`src/rtl/rx_iq_axis_pack_pkg.sv`:
```
// Shared types and constants for the RX IQ AXI-Stream packer.
package rx_iq_axis_pack_pkg;

  typedef enum logic [1:0] {
    ST_IDLE,
    ST_CAPTURE,
    ST_ABORT,
    ST_DRAIN
  } state_e;

  localparam int SKID_DEPTH = 2;
  localparam int CNT_W      = 16;
  localparam int TS_W       = 64;

  localparam logic [63:0] ABORT_BEAT = 64'h0;

  function automatic logic [CNT_W-1:0] sat_inc(
    input logic [CNT_W-1:0] v
  );
    return (&v) ? v : v + 1'b1;
  endfunction

endpackage

```
`src/rtl/axis_skid2.sv`:
```
// Two-entry AXI-Stream skid buffer, {data, last} payload.
// Head entry drives the registered stream outputs.
module axis_skid2
  import rx_iq_axis_pack_pkg::*;
#(
  parameter int W = 64
) (
  input  logic         clk,
  input  logic         rst,
  input  logic         push,
  input  logic [W-1:0] push_data,
  input  logic         push_last,
  output logic         accept,
  output logic [W-1:0] m_tdata,
  output logic         m_tvalid,
  input  logic         m_tready,
  output logic         m_tlast
);

  logic [1:0]   cnt;
  logic [W-1:0] d0, d1;
  logic         l0, l1;
  logic         pop, do_push;

  assign m_tvalid = (cnt != 2'd0);
  assign m_tdata  = d0;
  assign m_tlast  = l0;
  assign pop      = m_tvalid & m_tready;
  assign accept   = (cnt != 2'(SKID_DEPTH)) | pop;
  assign do_push  = push & accept;

  always_ff @(posedge clk) begin
    if (rst) begin
      cnt <= 2'd0;
      d0  <= '0;
      d1  <= '0;
      l0  <= 1'b0;
      l1  <= 1'b0;
    end else begin
      unique case ({do_push, pop})
        2'b10: begin
          if (cnt == 2'd0) begin
            d0 <= push_data;
            l0 <= push_last;
          end else begin
            d1 <= push_data;
            l1 <= push_last;
          end
          cnt <= cnt + 2'd1;
        end
        2'b01: begin
          // Keep the head unchanged when emptying so tdata holds its value.
          if (cnt == 2'd2) begin
            d0 <= d1;
            l0 <= l1;
          end
          cnt <= cnt - 2'd1;
        end
        2'b11: begin
          if (cnt == 2'd1) begin
            d0 <= push_data;
            l0 <= push_last;
          end else begin
            d0 <= d1;
            l0 <= l1;
            d1 <= push_data;
            l1 <= push_last;
          end
        end
        default: ;
      endcase
    end
  end

endmodule

```
`src/rtl/rx_iq_axis_pack.sv`:
```
// RX IQ word stream to framed AXI4-Stream master with skid buffer.
// Define RX_IQ_AXIS_PACK_TIMESTAMP_EN for a per-frame timestamp header beat.
module rx_iq_axis_pack
  import rx_iq_axis_pack_pkg::*;
#(
  parameter int C_M00_AXIS_TDATA_WIDTH = 64,
  parameter int FRAME_LEN_WIDTH        = 12
) (
  input  logic                              clk,
  input  logic                              rst,
  input  logic [C_M00_AXIS_TDATA_WIDTH-1:0] rf_iq,
  input  logic                              rf_iq_valid,
  input  logic                              cap_en,
  input  logic                              cap_start,
  input  logic [FRAME_LEN_WIDTH-1:0]        frame_len,
  output logic [C_M00_AXIS_TDATA_WIDTH-1:0] m_axis_tdata,
  output logic                              m_axis_tvalid,
  input  logic                              m_axis_tready,
  output logic                              m_axis_tlast,
  output logic                              busy,
  output logic [CNT_W-1:0]                  overflow_cnt,
  output logic [CNT_W-1:0]                  frame_cnt
);

  localparam int DW = C_M00_AXIS_TDATA_WIDTH;

  state_e                     state;
  logic [FRAME_LEN_WIDTH-1:0] len_q;
  logic [FRAME_LEN_WIDTH-1:0] beat_cnt;

  logic          accept, pop;
  logic          is_last, start_ok;
  logic          cap_push, abort_push;
  logic          push, push_last;
  logic [DW-1:0] push_data;

  assign pop        = m_axis_tvalid & m_axis_tready;
  assign is_last    = (beat_cnt == len_q - 1'b1);
  assign start_ok   = (state == ST_IDLE) & cap_start & cap_en;
  assign cap_push   = (state == ST_CAPTURE) & rf_iq_valid & accept;
  assign abort_push = (state == ST_ABORT) & accept;

`ifdef RX_IQ_AXIS_PACK_TIMESTAMP_EN
  logic [TS_W-1:0] ts_q;

  always_ff @(posedge clk) begin
    if (rst) ts_q <= '0;
    else if (rf_iq_valid) ts_q <= ts_q + 1'b1;
  end
`endif

  always_comb begin
    push      = 1'b0;
    push_data = rf_iq;
    push_last = is_last;
    unique case (1'b1)
      cap_push: push = 1'b1;
      abort_push: begin
        push      = 1'b1;
        push_data = DW'(ABORT_BEAT);
        push_last = 1'b1;
      end
`ifdef RX_IQ_AXIS_PACK_TIMESTAMP_EN
      start_ok: begin
        push      = 1'b1;
        push_data = DW'(ts_q);
        push_last = 1'b0;
      end
`endif
      default: ;
    endcase
  end

  axis_skid2 #(.W(DW)) u_skid (
    .clk       (clk),
    .rst       (rst),
    .push      (push),
    .push_data (push_data),
    .push_last (push_last),
    .accept    (accept),
    .m_tdata   (m_axis_tdata),
    .m_tvalid  (m_axis_tvalid),
    .m_tready  (m_axis_tready),
    .m_tlast   (m_axis_tlast)
  );

  always_ff @(posedge clk) begin
    if (rst) begin
      state        <= ST_IDLE;
      len_q        <= FRAME_LEN_WIDTH'(1);
      beat_cnt     <= '0;
      overflow_cnt <= '0;
      frame_cnt    <= '0;
      busy         <= 1'b0;
    end else begin
      unique case (state)
        ST_IDLE: begin
          if (start_ok) begin
            len_q        <= (frame_len == '0) ? FRAME_LEN_WIDTH'(1)
                                              : frame_len;
            beat_cnt     <= '0;
            overflow_cnt <= '0;
            busy         <= 1'b1;
            state        <= ST_CAPTURE;
          end
        end
        ST_CAPTURE: begin
          // Drops never advance beat_cnt, so frames keep len_q beats.
          if (rf_iq_valid) begin
            if (accept) beat_cnt <= beat_cnt + 1'b1;
            else overflow_cnt <= sat_inc(overflow_cnt);
          end
          if (cap_push & is_last) state <= ST_DRAIN;
          else if (!cap_en) state <= ST_ABORT;
        end
        ST_ABORT: begin
          if (accept) state <= ST_DRAIN;
        end
        ST_DRAIN: begin
          if (pop & m_axis_tlast) begin
            frame_cnt <= frame_cnt + 1'b1;
            busy      <= 1'b0;
            state     <= ST_IDLE;
          end
        end
        default: state <= ST_IDLE;
      endcase
    end
  end

endmodule

```
`config.mk`:
```
export PLATFORM = sky130hd
export DESIGN_NAME = rx_iq_axis_pack
export DESIGN_NICKNAME = d
export VERILOG_FILES = /design/src/rtl/rx_iq_axis_pack_pkg.sv /design/src/rtl/axis_skid2.sv /design/src/rtl/rx_iq_axis_pack.sv
export SDC_FILE = /design/constraint.sdc
export NUM_CORES = 1
export LEC_CHECK = 0
export CAP_MARGIN = 20
export CORE_MARGIN = 3
export CORE_UTILIZATION = 29
export CTS_CLUSTER_DIAMETER = 60
export DETAILED_ROUTE_END_ITERATION = 16
export PLACE_DENSITY_LB_ADDON = 0.2
export SLEW_MARGIN = 15
export SYNTH_ARGS = -nofsm -noshare
export SYNTH_HDL_FRONTEND = slang
export SYNTH_SLANG_ARGS = --single-unit
export TNS_END_PERCENT = 10
```
`constraint.sdc`:
```
create_clock -name clk -period 6.92 [get_ports clk]
set_input_delay 1.384 -clock clk [delete_from_list [all_inputs] [get_ports clk]]
set_output_delay 1.384 -clock clk [all_outputs]
set_load 0.005 [all_outputs]
```
==> results.ini <==
[floorplan]
die_w_um=174
rows=60
initial_core_util_pct=29.9
ioPinCount=181
die_area_um2=30300
core_area_um2=27400
die_h_um=174

[power_and_ir_drop]
seqPwrFrac_pct=35.1
intPower_mw=2.66
ir_worst_vdd_uv=315
power_mw=4.31
power_frac_comb_pct=40.0
p_sw_share_pct=38.4
switchingPower_mw=1.65
power_density_nw_per_um2=394
p_leak_nw=3.83
power.share.clock_pct=24.9

[drt]
postRouteAntennaNets=0
drt_iter0_drc=511
via_per_inst=4.94
drt_first_pass_iters=4
drc_errors=0
vias=7150
routedWlPerCell_um=16.0
wl_um=23200

[critical_path]
required_ns=7.29
worstReg2RegEnd=u_skid.d1[40]
r2r-start=u_skid.cnt[0]
r2r_cells=13
cp-end-kind=flop
cp-start-kind=input pin
critPathArrivalTime_ns=4.78
crit_fanout=44
rrSetupSlack_ns=3.14
worstSetupPathType=in -> reg

[sta]
setup_tns_ns=0
relSlewSlack_pct=32.4
skew_ns=0.0158
min_period_over_period_pct=63.7
setup_viol=0
min_period_ns=4.41
fin_hold_ws_ns=0.474
rsz0062_at_grt=no
hold_viol_final=0
maxSlewViolCount=0
fmax_mhz=227
tightest_slew_ns=1.01
fin_ws_ns=2.51

[logic_synthesis]
synth_compound_area_share_pct=23.7
ys_ff_latch=191
ys_seq_area_share_pct=46.6
yosys.area_share.adder_pct=2.29
synth.top_cell.area_share_pct=46.6
syn_area_per_cell_um2=8.83
muxShareOfSynthArea_pct=0.259
synth_area_um2=8210
yosys-top-cells-count=dfxtp_1 (191), nor2_1 (177), a22oi_1 (129)
yosysMostFrequentCell=dfxtp_1
synth_edf_count=0
synth_top_cell_by_area=dfxtp_1
synth_ff_type=dfxtp_1
synth_cell_types=57
synth_top_family_by_area=compound AO/OA/AOI/OAI gates
ys_warn_count=0
synth_xor_area_share_pct=5.23
yosys.area_share.simple_pct=17.4
async_flop_share_pct=0
synth_nets=1026
syn_inst=929
synthTopCellsByArea=dfxtp_1 (47%), a22oi_1 (12%), nor2_1 (8.1%), a211oi_1 (5.9%), xor2_1 (3.8%)

[layout]
syn_to_final_growth_pct=33.3
layoutNonFillerInstCount=1446
final_core_util_pct=39.9
fin_nets=1157
final_cell_area_um2=10900
drive_gt1_share_pct=5.50

[placement]
dp_hpwl_um=14900
port_buffers=180
gp_congestion=0.741
dp_slack_ns=2.00
dp.cells=1413
place_area_um2=10300

[worst_hold_path]
hold_depth=2
hold_path_class=reg -> reg
hold_start=len_q[11]
hold_end=len_q[11]

[clocking]
clk_latency_ns=0.45
cts_hold_buf=0
cts_max_level=4
ctsLongestPathBuffers=2
root_buffer=clkbuf_16
cts_sinks=191
post_cts_resized=0
post_cts.repair.setup_buffers=0
cts_tree=done
cts_buffers=17
path_clk_slew_ns=0.09

[grt]
grt_pass1_vias=6711
grt_pass1_wl_um=36900
grt_max_degree=103
grt_overflow=0
antenna_found_initial=0
grt_usage_pct=14.9

[job]
maxCapViolations=0

[run_status]
status=complete, no violations

[critical path, stage by stage]
cell and delay [ns]:
clkdlybuf4s50_1 0.43, nand2b_1 0.38, nand2_1 0.22, a21oi_1 0.30, inv_1 0.10, ha_1 0.25, nand2_1 0.21, o21ai_4 0.10
a21oi_4 0.54, buf_4 0.58, a22oi_1 0.13, nor2_1 0.13
[layout make-up]
cell class | count | area [um^2]
repair buffers | 187 | 1860
clock inverters | 15 | 228
multi-input cells | 643 | 4060
well taps | 372 | 465
flip-flops and latches | 191 | 3820
diodes | 1 | 2.50
inverters | 20 | 75.1
fillers | 2716 | 16500
clock buffers | 17 | 425
[worst max path at each step]
stage,cells after the start,start,endpoint,slack (ns)
floorplan,12,m_axis_tready,u_skid.m_tdata[10],3.43
global placement,12,m_axis_tready,u_skid.d1[33],2.13
detailed placement,12,m_axis_tready,u_skid.d1[40],2.00
CTS,12,m_axis_tready,u_skid.d1[52],2.49
global route,12,m_axis_tready,u_skid.d1[1],2.23
finish,12,m_axis_tready,u_skid.d1[40],2.51
[metal layers]
| metal | routed length [um] | vias to the layer above | track usage [%] |
|---|---|---|---|
| met2 | 11000 | 131 | 24.0 |
| met5 | 0 | - | 0 |
| li1 | - | 3604 | - |
| met1 | 10800 | 3398 | 19.7 |
| met3 | 1060 | 17 | 4.02 |
| met4 | 280 | 0 | 3.82 |
[flip-flops by register name (all words and copies together) (netlist names)]
register and count:
overflow_cnt 16, frame_cnt 16, len_q 12, state 2
u_skid.m_tdata 64, u_skid.m_tlast 1, u_skid.l1 1, u_skid.cnt 2
beat_cnt 12, u_skid.d1 64, busy 1
[power groups by stage]
stage          Combinational, mW  Clock, mW  Sequential [mW]
2_1_floorplan               1.05          0             1.52
3_3_place_gp                1.74          0             1.54
3_5_place_dp                1.75          0             1.54
4_1_cts                     1.75       1.11             1.52
5_1_grt                     1.92       1.15             1.55
6_report                    1.72       1.07             1.51
[logic make-up (layout without fill, tap and decap cells)]
group | count (synthesis) | count (layout)
simple gates | 313 | 313
compound gates | 264 | 264
flops | 191 | 191
buf+inv | 95 | 239
xor+xnor | 49 | 49
fa+ha+maj | 15 | 15
mux | 2 | 2
other cells | 0 | 1
[placed cells by master (no fill, tap or decap), types with 5 or more instances in the layout]
cell type        count
and3_1               9
dfxtp_1            191
clkdlybuf4s50_1    179
a22oi_1            129
a211oi_1            65
nand2_1             46
or3_1                8
nor2b_1              6
xnor2_1             13
nor2_1             176
nor3_1              10
a21oi_1             29
xor2_1              36
inv_1               20
o21ai_0             10
nand4_1             12
nand3_1             16
nor4_1               5
ha_1                15
clkbuf_16           17
buf_4                7
(Power assumes the default switching activity.)
